$ cat src/rtl/mem_port_arbiter.sv
// Fetch/load-store arbiter for a single-ported unified memory with 1-cycle read latency.
// Optional performance counters are compiled in with `define MEM_ARB_PERF_EN.
module mem_port_arbiter #(
  parameter int ADDR_W     = 6,
  parameter int DATA_W     = 32,
  parameter int STARVE_MAX = 3
) (
  input  logic                clk,
  input  logic                rst,
  input  logic                if_req,
  input  logic [ADDR_W-1:0]   if_addr,
  input  logic                if_flush,
  output logic                if_gnt,
  output logic                if_rvalid,
  output logic [DATA_W-1:0]   if_rdata,
  input  logic                d_req,
  input  logic                d_we,
  input  logic [DATA_W/8-1:0] d_be,
  input  logic [ADDR_W-1:0]   d_addr,
  input  logic [DATA_W-1:0]   d_wdata,
  output logic                d_gnt,
  output logic                d_rvalid,
  output logic [DATA_W-1:0]   d_rdata,
  output logic                mem_en,
  output logic [DATA_W/8-1:0] mem_we,
  output logic [ADDR_W-1:0]   mem_addr,
  output logic [DATA_W-1:0]   mem_wdata,
  input  logic [DATA_W-1:0]   mem_rdata,
  output logic                if_stall,
  output logic                d_stall,
  output logic [15:0]         perf_if_stall,
  output logic [15:0]         perf_d_grant
);

  localparam int BE_W  = DATA_W / 8;
  localparam int CNT_W = ($clog2(STARVE_MAX + 1) < 2) ? 2 : $clog2(STARVE_MAX + 1);
  localparam logic [CNT_W-1:0] STARVE_LIM = CNT_W'(STARVE_MAX);

  typedef enum logic [1:0] {
    IDLE    = 2'd0,
    RESP_IF = 2'd1,
    RESP_LD = 2'd2
  } resp_state_e;

  resp_state_e            state_q, state_d;
  logic [CNT_W-1:0]       starve_cnt_q, starve_cnt_d;
  logic [DATA_W-1:0]      if_rdata_q, d_rdata_q;

  // Grant selection: data wins unless fetch has waited STARVE_MAX data grants.
  always_comb begin
    if_gnt = 1'b0;
    d_gnt  = 1'b0;
    if (rst) begin
      if_gnt = 1'b0;
      d_gnt  = 1'b0;
    end else if (if_req && (starve_cnt_q == STARVE_LIM)) begin
      if_gnt = 1'b1;
    end else if (d_req) begin
      d_gnt = 1'b1;
    end else if (if_req) begin
      if_gnt = 1'b1;
    end else begin
      if_gnt = 1'b0;
      d_gnt  = 1'b0;
    end
    if_stall = if_req & ~if_gnt & ~rst;
    d_stall  = d_req & ~d_gnt & ~rst;
  end

  // Memory strobe for the winner of this cycle.
  always_comb begin
    mem_en    = 1'b0;
    mem_we    = {BE_W{1'b0}};
    mem_addr  = {ADDR_W{1'b0}};
    mem_wdata = {DATA_W{1'b0}};
    if (d_gnt) begin
      mem_en    = 1'b1;
      mem_we    = d_we ? d_be : {BE_W{1'b0}};
      mem_addr  = d_addr;
      mem_wdata = d_wdata;
    end else if (if_gnt) begin
      mem_en    = 1'b1;
      mem_addr  = if_addr;
      mem_wdata = d_wdata;
    end else begin
      mem_en    = 1'b0;
    end
  end

  // Next response owner and starvation count.
  always_comb begin
    state_d      = IDLE;
    starve_cnt_d = starve_cnt_q;
    if (if_gnt && !if_flush) begin
      state_d = RESP_IF;
    end else if (d_gnt && !d_we) begin
      state_d = RESP_LD;
    end else begin
      state_d = IDLE;
    end
    if (if_gnt || !if_req) begin
      starve_cnt_d = {CNT_W{1'b0}};
    end else if (d_gnt && (starve_cnt_q != STARVE_LIM)) begin
      starve_cnt_d = starve_cnt_q + CNT_W'(1);
    end else begin
      starve_cnt_d = starve_cnt_q;
    end
  end

  // Response routing; a flush in the response cycle still kills fetch data.
  always_comb begin
    if_rvalid = 1'b0;
    d_rvalid  = 1'b0;
    case (state_q)
      RESP_IF: if_rvalid = ~if_flush & ~rst;
      RESP_LD: d_rvalid  = ~rst;
      IDLE:    if_rvalid = 1'b0;
      default: d_rvalid  = 1'b0;
    endcase
    if (rst) begin
      if_rdata = {DATA_W{1'b0}};
      d_rdata  = {DATA_W{1'b0}};
    end else begin
      if_rdata = if_rvalid ? mem_rdata : if_rdata_q;
      d_rdata  = d_rvalid  ? mem_rdata : d_rdata_q;
    end
  end

  // Response state, starvation counter and last-delivered data per port.
  always_ff @(posedge clk) begin
    if (rst) begin
      state_q      <= IDLE;
      starve_cnt_q <= {CNT_W{1'b0}};
      if_rdata_q   <= {DATA_W{1'b0}};
      d_rdata_q    <= {DATA_W{1'b0}};
    end else begin
      state_q      <= state_d;
      starve_cnt_q <= starve_cnt_d;
      if_rdata_q   <= if_rdata;
      d_rdata_q    <= d_rdata;
    end
  end

`ifdef MEM_ARB_PERF_EN
  logic [15:0] perf_if_stall_q, perf_d_grant_q;

  // Saturating stall and data-grant event counters.
  always_ff @(posedge clk) begin
    if (rst) begin
      perf_if_stall_q <= 16'h0000;
      perf_d_grant_q  <= 16'h0000;
    end else begin
      if (if_stall && (perf_if_stall_q != 16'hFFFF)) begin
        perf_if_stall_q <= perf_if_stall_q + 16'd1;
      end else begin
        perf_if_stall_q <= perf_if_stall_q;
      end
      if (d_gnt && (perf_d_grant_q != 16'hFFFF)) begin
        perf_d_grant_q <= perf_d_grant_q + 16'd1;
      end else begin
        perf_d_grant_q <= perf_d_grant_q;
      end
    end
  end

  assign perf_if_stall = perf_if_stall_q;
  assign perf_d_grant  = perf_d_grant_q;
`else
  assign perf_if_stall = 16'h0000;
  assign perf_d_grant  = 16'h0000;
`endif

endmodule
$ cat config.mk
export PLATFORM = sky130hd
export DESIGN_NAME = mem_port_arbiter
export DESIGN_NICKNAME = d
export VERILOG_FILES = /design/src/rtl/mem_port_arbiter.sv
export SDC_FILE = /design/constraint.sdc
export NUM_CORES = 1
export LEC_CHECK = 0
export BUFFER_PORTS_ARGS = -buffer_cell sky130_fd_sc_hd__buf_2
export CORE_ASPECT_RATIO = 1.75
export CORE_MARGIN = 3
export CORE_UTILIZATION = 38
export DETAILED_ROUTE_END_ITERATION = 8
export PLACE_DENSITY = 0.73
export SLEW_MARGIN = 20
export SYNTH_ARGS = -nofsm -noshare
export SYNTH_HDL_FRONTEND = slang
export SYNTH_SLANG_ARGS = --single-unit
$ cat constraint.sdc
create_clock -name clk -period 1.3 [get_ports clk]
set_input_delay 0.195 -clock clk [delete_from_list [all_inputs] [get_ports clk]]
set_output_delay 0.195 -clock clk [all_outputs]
set_load 0.005 [all_outputs]
==> results of run 1 <==
[cell families (layout without fill, tap and decap cells)]
kind of cell,count (synthesis),after routing,share of synthesized area
compound gates,136,136,0.209
fa+ha+maj,1,1,0.00369
buf+inv,68,288,0.123
flops,68,68,0.402
other cells,1,32,0.00111
simple gates,188,188,0.261
[stage by stage]
step                      hold slack, ns  power (mW)
after CTS                         0.0729        5.13
after detailed placement           0.426        2.87
after global routing              0.0897        5.41
final                             0.0918        5.19
after global placement             0.417        2.86
after floorplan                    0.267        2.57
[where the power goes]
part	leakage [nW]	switching, mW	internal (mW)
clock network	0.131	0.831	1.31
registers	0.552	0.0178	2.14
logic	2.18	0.480	0.418
[state kept, by name, summed over array words and instances, names as in the netlist]
name and count:
d_rdata_q 32, state_q 2, starve_cnt_q 2, if_rdata_q 32
[how the worst min path moves through the flow]
| stage | from | endpoint | slack [ns] | depth (start not counted) |
|---|---|---|---|---|
| floorplan | if_flush | state_q[0]$_SDFF_PP0_ | 0.27 | 1 |
| global placement | starve_cnt_q[0]$_SDFFE_PP0P_ | starve_cnt_q[0]$_SDFFE_PP0P_ | 0.42 | 1 |
| detailed placement | starve_cnt_q[0]$_SDFFE_PP0P_ | starve_cnt_q[0]$_SDFFE_PP0P_ | 0.43 | 1 |
| CTS | if_flush | state_q[0]$_SDFF_PP0_ | 0.07 | 2 |
| global route | if_flush | state_q[0]$_SDFF_PP0_ | 0.09 | 2 |
| finish | if_flush | state_q[0]$_SDFF_PP0_ | 0.09 | 2 |
[cell type report]
class	instances	area (sq um)	share of cell area
Multi-Input combinational cell	357	2310	0.387
Timing Repair Buffer	273	1900	0.317
Sequential cell	68	1370	0.228
Clock buffer	11	243	0.0406
Tap cell	117	146	0.0245
Clock inverter	3	15.0	0.00251
Inverter	1	3.75	0.000627
[routing by layer]
metal	GRT usage	wire, microns
met1	0.218	4360
met2	0.438	7380
met3	0.0501	780
met4	0.127	510
met5	0	0
[what timing repair did]
action	in CTS	in global routing
cloned	7	5
buffers inserted	11	6
gates resized for setup	99	112
pin swaps	25	46
setup endpoints to repair	102	120
hold buffers	0	0
[placed cells by master (no fill, tap or decap), drive strengths merged]
cell type and instances:
buf 268, a21oi 128, nand2 128, dfxtp 68, and2 34, conb 32
clkbuf 16, nor2 11, a32oi 6, and3 5, nor2b 4, clkinv 3
nand2b 3, inv 1, a211oi 1, a21boi 1, or3b 1, nor3b 1
nor3 1, ha 1
==> run summary, run 1 <==
setup TNS -> -36.66 ns
Yosys warnings -> 0
worst setup margin -> -0.560 ns
R2R Setup Slk -> -0.16 ns
Clock Sink Count -> 68
first-pass GRT wire length -> 17900 microns
Async SR Flop Fraction -> 0
Worst Path Buf+Inv -> 2
Initial Util -> 0.391
drt total wl -> 13000 microns
failing checks -> negative setup slack
clock tree buffer depth -> 2
Die W -> 77.4 microns
Synth area leaders -> dfxtp_1 (40%), a21oi_1 (19%), nand2_1 (12%)
Top FF cell, synth -> dfxtp_1
vias in the first global route -> 3823
Layout area overhead -> 76.5%
Max Clk Rate -> 538 MHz
Clock Pin Slew Worst Setup and Hold Paths -> 0.05 ns
total grt overflow -> 0
nets -> 797
Ant. Diodes -> 0
crit-path cells -> or3b_4, clkbuf_16, nand2_2, a21oi_2, buf_2
DP Cell Count -> 791
status -> complete, but fails checks
Final Hold Viols -> 0
number of max-cap violations -> 0
Worst EP arrival -> 1.66 ns
worst r2r dst -> if_rdata_q[3]$_SDFF_PP0_
placed inst area -> 4660 sq um
1st-iter DRT viols -> 217
fin. max-slew vios -> 0
layout cell share with drive strength beyond 1 -> 0.609
crit path time final -> 1.86 ns
WL/cell -> 15.7 microns
Worst Hold Class -> in2reg
Worst R2R Start -> state_q[1]$_SDFF_PP0_
final setup violation count -> 98
WP data required -> 1.11 ns
commonest cells in the netlist -> a21oi_1 (128), nand2_1 (108), dfxtp_1 (68)
Die Area -> 10100 sq um
largest net degree at the start of global routing -> 103
RSZ-0062 raised after global routing -> yes
most frequent cell after synthesis -> a21oi_1
initial antenna violation count -> 0
Final Non-Filler Cells -> 830
Yosys cell types -> 23
CP max stage delay -> 0.48 ns
CP Launch Type -> flip-flop
Port Buffers -> 198
Remaining DRCs -> 0
Avg Cell Area, Syn -> 7.34 sq um
CTS tree -> yes
Power Density -> 868 nW/um^2
Ports -> 231
Final period util -> 1.43
Worst IR Drop VDD -> 0.688 mV
fillers -> 731
register area share after synthesis -> 0.402
Post-Synthesis Cells -> 462
delay-heaviest family, CP -> simple AND/OR/NAND/NOR gates
worst-case reg-to-reg path depth -> 8
CP Depth -> 5
Synth area leader -> dfxtp_1
setup slack at placement -> -0.282 ns
slowest CP cell -> or3b_4
synthesis-stage register bit count -> 68
cell leakage power -> 2.86 nW
Setup CP Type -> reg2out
Worst Setup SP -> state_q[0]$_SDFF_PP0_
Post-synth EDFFs -> 0
Syn Std Cell Area -> 3390 sq um
Setup crit end -> if_rdata[4]
antenna viol nets, final -> 0
Finished Cell Area -> 5980 sq um
worst-path fanout max -> 8
Final Util -> 0.690
CTS H-tree depth -> 3
Clock Latency Late Sink -> 0.33 ns
Post-DP HPWL -> 8500 microns
routed vias/inst -> 4.93
Critical Path End Type -> output port
CTS Buf Count -> 9
gr usage total -> 0.226
row count -> 45
Core Box Area -> 8670 sq um
area share of the largest cell type after synthesis -> 0.402
Die Y -> 131 microns
drt first pass iters -> 4
CTS root buf -> clkbuf_16
Clock Skew -> 0.00464 ns
routability congestion estimate from global placement -> 0.872
routed via count -> 4092
No activity file was read; power rests on OpenSTA's default activity.
==> inputs of run 2 (changes only) <==
--- a/config.mk
+++ b/config.mk
@@ -10,6 +10,7 @@
 export CORE_MARGIN = 3
 export CORE_UTILIZATION = 38
 export DETAILED_ROUTE_END_ITERATION = 8
+export MAX_ROUTING_LAYER = met4
 export PLACE_DENSITY = 0.73
 export SLEW_MARGIN = 20
 export SYNTH_ARGS = -nofsm -noshare
==> run summary, run 2 (synthesis results as in run 1) <==
status -> complete, but fails checks
failing checks -> negative setup slack
1st-iter DRT viols -> 219
Flop pwr share -> 0.415
Critical Path End Type -> output port
vias in the first global route -> 3817
hold_ws -> 0.0907 ns
placed inst area -> 4660 sq um
Layout area overhead -> 75.1%
drt first pass iters -> 4
WL/cell -> 15.6 microns
worst-path fanout max -> 5
Final Non-Filler Cells -> 828
Max Clk Rate -> 532 MHz
RSZ-0062 raised after global routing -> yes
initial antenna violation count -> 0
Core Box Area -> 8670 sq um
drt total wl -> 13000 microns
CTS Buf Count -> 9
Port Buffers -> 198
Die Y -> 131 microns
Die Area -> 10100 sq um
Clock Sink Count -> 68
clock tree buffer depth -> 2
internal cell power -> 3.86 mW
number of max-cap violations -> 0
most common cell after layout, fill and taps aside -> buf_2
clock network power share -> 0.413
Clock Pin Slew Worst Setup and Hold Paths -> 0.05 ns
Worst IR Drop VDD -> 0.675 mV
routed via count -> 4123
CTS root buf -> clkbuf_16
cell leakage power -> 2.84 nW
DP Cell Count -> 791
Initial Util -> 0.391
routability congestion estimate from global placement -> 0.887
layout cell share with drive strength beyond 1 -> 0.599
Net Switching -> 1.33 mW
crit-path cells -> buf_6, nor3b_4, buf_6, buf_12, nand2_4, a21oi_2, buf_2
row count -> 45
crit path time final -> 1.88 ns
setup TNS -> -36.42 ns
CTS tree -> yes
leading cell types in the layout, fill and taps excluded -> buf_2 (192), a21oi_1 (89), dfxtp_1 (64)
Clock Latency Late Sink -> 0.33 ns
top flop regs -> d_rdata_q (32), if_rdata_q (32)
Setup CP Type -> reg2out
Die W -> 77.4 microns
Storage cell area -> 1370 sq um
WP data required -> 1.11 ns
CP max stage delay -> 0.32 ns
most used cell, CP -> buf_6
Worst EP arrival -> 1.69 ns
Post-DP HPWL -> 8500 microns
routed vias/inst -> 4.98
switching share of power -> 0.256
setup slack at placement -> -0.282 ns
nets -> 795
CP Launch Type -> flip-flop
final setup violation count -> 98
Worst Hold Class -> in2reg
total grt overflow -> 0
Ports -> 231
Finished Cell Area -> 5940 sq um
Ant. Diodes -> 0
CTS H-tree depth -> 3
gr usage total -> 0.233
slowest CP cell -> dfxtp_2
antenna viol nets, final -> 0
Comb power frac -> 0.172
Final Util -> 0.685
power consumption -> 5.19 mW
Final period util -> 1.45
Final Hold Viols -> 0
Clock Skew -> 0.00365 ns
Remaining DRCs -> 0
fin. max-slew vios -> 0
fillers -> 733
Multi-input gate area -> 2280 sq um
cts hold-fix bufs -> 0
worst setup margin -> -0.580 ns
Power Density -> 874 nW/um^2
largest net degree at the start of global routing -> 103
first-pass GRT wire length -> 17900 microns
==> run 2: repair_timing <==
| action | 4_1_cts | 5_1_grt |
|---|---|---|
| setup buffers | 11 | 7 |
| endpoints found under the setup margin | 102 | 120 |
| cloned | 7 | 4 |
| pin swaps | 25 | 52 |
| gates resized for setup | 99 | 108 |
==> run 2: final cells by class <==
type / count / share of cell area
clock inverters: 3 / 0.00253
well taps: 117 / 0.0247
multi-input cells: 357 / 0.385
inverters: 1 / 0.000632
repair buffers: 271 / 0.316
clock buffers: 11 / 0.0409
flip-flops and latches: 68 / 0.230
==> run 2: layer usage <==
metal	vias up	GRT usage	routed length [microns]
met1	1902	0.222	4260
met4	0	0.129	591
li1	1954	-	-
met3	45	0.0439	855
met2	222	0.437	7250
met5	-	-	0
==> run 2: power groups by stage <==
stage               Combinational (mW)  Sequential (mW)  Clock [mW]
finish                           0.890             2.15        2.14
floorplan                        0.378             2.19           0
CTS                              0.786             2.15        2.19
global placement                 0.672             2.19           0
global route                     0.967             2.16        2.29
detailed placement               0.682             2.19           0
==> run 2: path summary, 6_finish.rpt <==
kind / startpoint / to / slack (ns) / depth (start not counted)
worst max-delay path: state_q[1]$_SDFF_PP0_ / if_rdata[4] / -0.58 / 7
worst min-delay path: if_flush / state_q[0]$_SDFF_PP0_ / 0.09 / 2
worst max register to register: state_q[1]$_SDFF_PP0_ / d_rdata_q[7]$_SDFF_PP0_ / -0.12 / 8
worst min register to register: starve_cnt_q[0]$_SDFFE_PP0P_ / starve_cnt_q[0]$_SDFFE_PP0P_ / 0.43 / 1
==> run 2: critical path, delay by kind of cell, from the launching register on <==
family	cells	cell delay, ns
buf+inv	4	0.58
flops	1	0.32
simple gates	2	0.28
compound gates	1	0.17
==> inputs of run 3 (changes only) <==
--- a/config.mk
+++ b/config.mk
@@ -11,8 +11,9 @@
 export CORE_UTILIZATION = 38
 export DETAILED_ROUTE_END_ITERATION = 8
 export MAX_ROUTING_LAYER = met4
-export PLACE_DENSITY = 0.73
+export PLACE_DENSITY = 0.7
 export SLEW_MARGIN = 20
 export SYNTH_ARGS = -nofsm -noshare
 export SYNTH_HDL_FRONTEND = slang
 export SYNTH_SLANG_ARGS = --single-unit
+export TNS_END_PERCENT = 30
==> constraint.sdc (replaced) <==
create_clock -name clk -period 2.04 [get_ports clk]
set_input_delay 0.306 -clock clk [delete_from_list [all_inputs] [get_ports clk]]
set_output_delay 0.306 -clock clk [all_outputs]
set_load 0.005 [all_outputs]
==> run summary, run 3 (synthesis results as in run 1) <==
status -> finished clean
final setup violation count -> 0
largest net degree at the start of global routing -> 71
Remaining DRCs -> 0
WHS Endpoint -> state_q[1]$_SDFF_PP0_
Port Buffers -> 198
Die W -> 77.4 microns
antenna viol nets, final -> 0
Worst Hold Class -> in2reg
initial antenna violation count -> 0
Clock Latency Late Sink -> 0.33 ns
gr usage total -> 0.211
Final Hold Viols -> 0
Setup CP Type -> reg2out
worst-case reg-to-reg path depth -> 4
hold depth -> 2
most common cell after layout, fill and taps aside -> buf_2
CTS Buf Count -> 9
CTS H-tree depth -> 3
Hold Crit Start -> d_we
CTS root buf -> clkbuf_16
Ant. Diodes -> 0
crit path time final -> 1.95 ns
first-pass GRT wire length -> 15900 microns
Worst IR Drop VDD -> 0.430 mV
routed vias/inst -> 4.80
routability congestion estimate from global placement -> 0.869
R2R Setup Slk -> 0.74 ns
Clock Skew -> 0.00581 ns
hold_ws -> 0.196 ns
fin. max-slew vios -> 0
Post-CTS Setup Bufs -> 0
Initial Util -> 0.391
WL/cell -> 14.1 microns
Max Clk Rate -> 514 MHz
CTS tree -> yes
Die Y -> 131 microns
Worst R2R Start -> state_q[0]$_SDFF_PP0_
Layout area overhead -> 38.9%
Ports -> 231
Clock Sink Count -> 68
layout cell share with drive strength beyond 1 -> 0.386
worst-path fanout max -> 17
Core Box Area -> 8670 sq um
top flop regs -> d_rdata_q (32), if_rdata_q (32)
nets -> 735
RSZ-0062 raised after global routing -> no
Power Density -> 726 nW/um^2
Die Area -> 10100 sq um
WP data required -> 1.73 ns
Post-DP HPWL -> 8200 microns
Critical Path End Type -> output port
number of max-cap violations -> 0
setup TNS -> 0 ns
Clock Pin Slew Worst Setup and Hold Paths -> 0.05 ns
Worst Tran Pin Value -> 0.631 ns
cell leakage power -> 2.29 nW
total grt overflow -> 0
leading cell types in the layout, fill and taps excluded -> buf_2 (197), a21oi_1 (128), nand2_1 (108)
worst r2r dst -> if_rdata_q[0]$_SDFF_PP0_
Final period util -> 0.954
clock tree buffer depth -> 2
CP Launch Type -> flip-flop
1st-iter DRT viols -> 139
drt first pass iters -> 4
slew margin rel. -> 0.579
Worst Setup SP -> state_q[0]$_SDFF_PP0_
fillers -> 871
Worst EP arrival -> 1.64 ns
routed via count -> 3695
vias in the first global route -> 3341
row count -> 45
drt total wl -> 10800 microns
==> run 3: timing repair <==
| action | 4_1_cts | 5_1_grt |
|---|---|---|
| resized for setup | 4 | 2 |
| setup endpoints to repair | 30 | 6 |
| cloned | 1 | 0 |
| endpoints found under the hold margin | 0 | 0 |
| pin swaps | 1 | 0 |
| hold buffers | 0 | 0 |
==> run 3: critical path: stages (launching register included) <==
cell	delay [ns]
dfxtp_2	0.35
or3b_4	0.44
buf_12	0.19
nand2_1	0.09
a21oi_1	0.07
buf_2	0.16
==> run 3: routing by layer <==
| metal | GRT usage | wire length, microns | vias up |
|---|---|---|---|
| li1 | - | - | 1838 |
| met2 | 0.396 | 6000 | 170 |
| met1 | 0.214 | 3980 | 1672 |
| met5 | - | 0 | - |
| met3 | 0.0439 | 682 | 15 |
| met4 | 0.0786 | 182 | 0 |
==> run 3: layout make-up <==
cell class	count	area, sq um	share of cell area
Timing Repair Buffer	211	1140	0.241
Inverter	1	3.75	0.000797
Tap cell	117	146	0.0311
Multi-Input combinational cell	357	1740	0.370
Clock buffer	11	243	0.0516
Sequential cell	68	1360	0.290
Clock inverter	5	75.1	0.0159
==> run 3: power breakdown <==
part	leakage [nW]	switching, mW	internal, mW
Combinational	1.58	0.229	0.179
Sequential	0.552	0.00978	1.36
Clock	0.159	0.543	1.10
==> run 3: metrics by stage <==
step | instances | total power [mW] | area (sq um) | util | worst slack (ns)
after global routing | 770 | 3.57 | 4710 | 0.543 | 0.00910
after detailed placement | 753 | 1.80 | 4360 | 0.502 | 0.278
after floorplan | 493 | 1.64 | 3510 | - | 0.555
after CTS | 770 | 3.46 | 4710 | 0.543 | 0.0478
after global placement | 753 | 1.79 | 4360 | 0.502 | 0.286
final | 770 | 3.42 | 4710 | 0.543 | 0.0946
==> run 3: worst max-delay path by stage <==
stage	endpoint	slack, ns
2_1_floorplan	mem_we[0]	0.55
3_3_place_gp	if_rdata[22]	0.29
3_5_place_dp	if_rdata[31]	0.28
4_1_cts	mem_addr[2]	0.05
5_1_grt	mem_addr[2]	0.009
6_report	if_rdata[31]	0.09
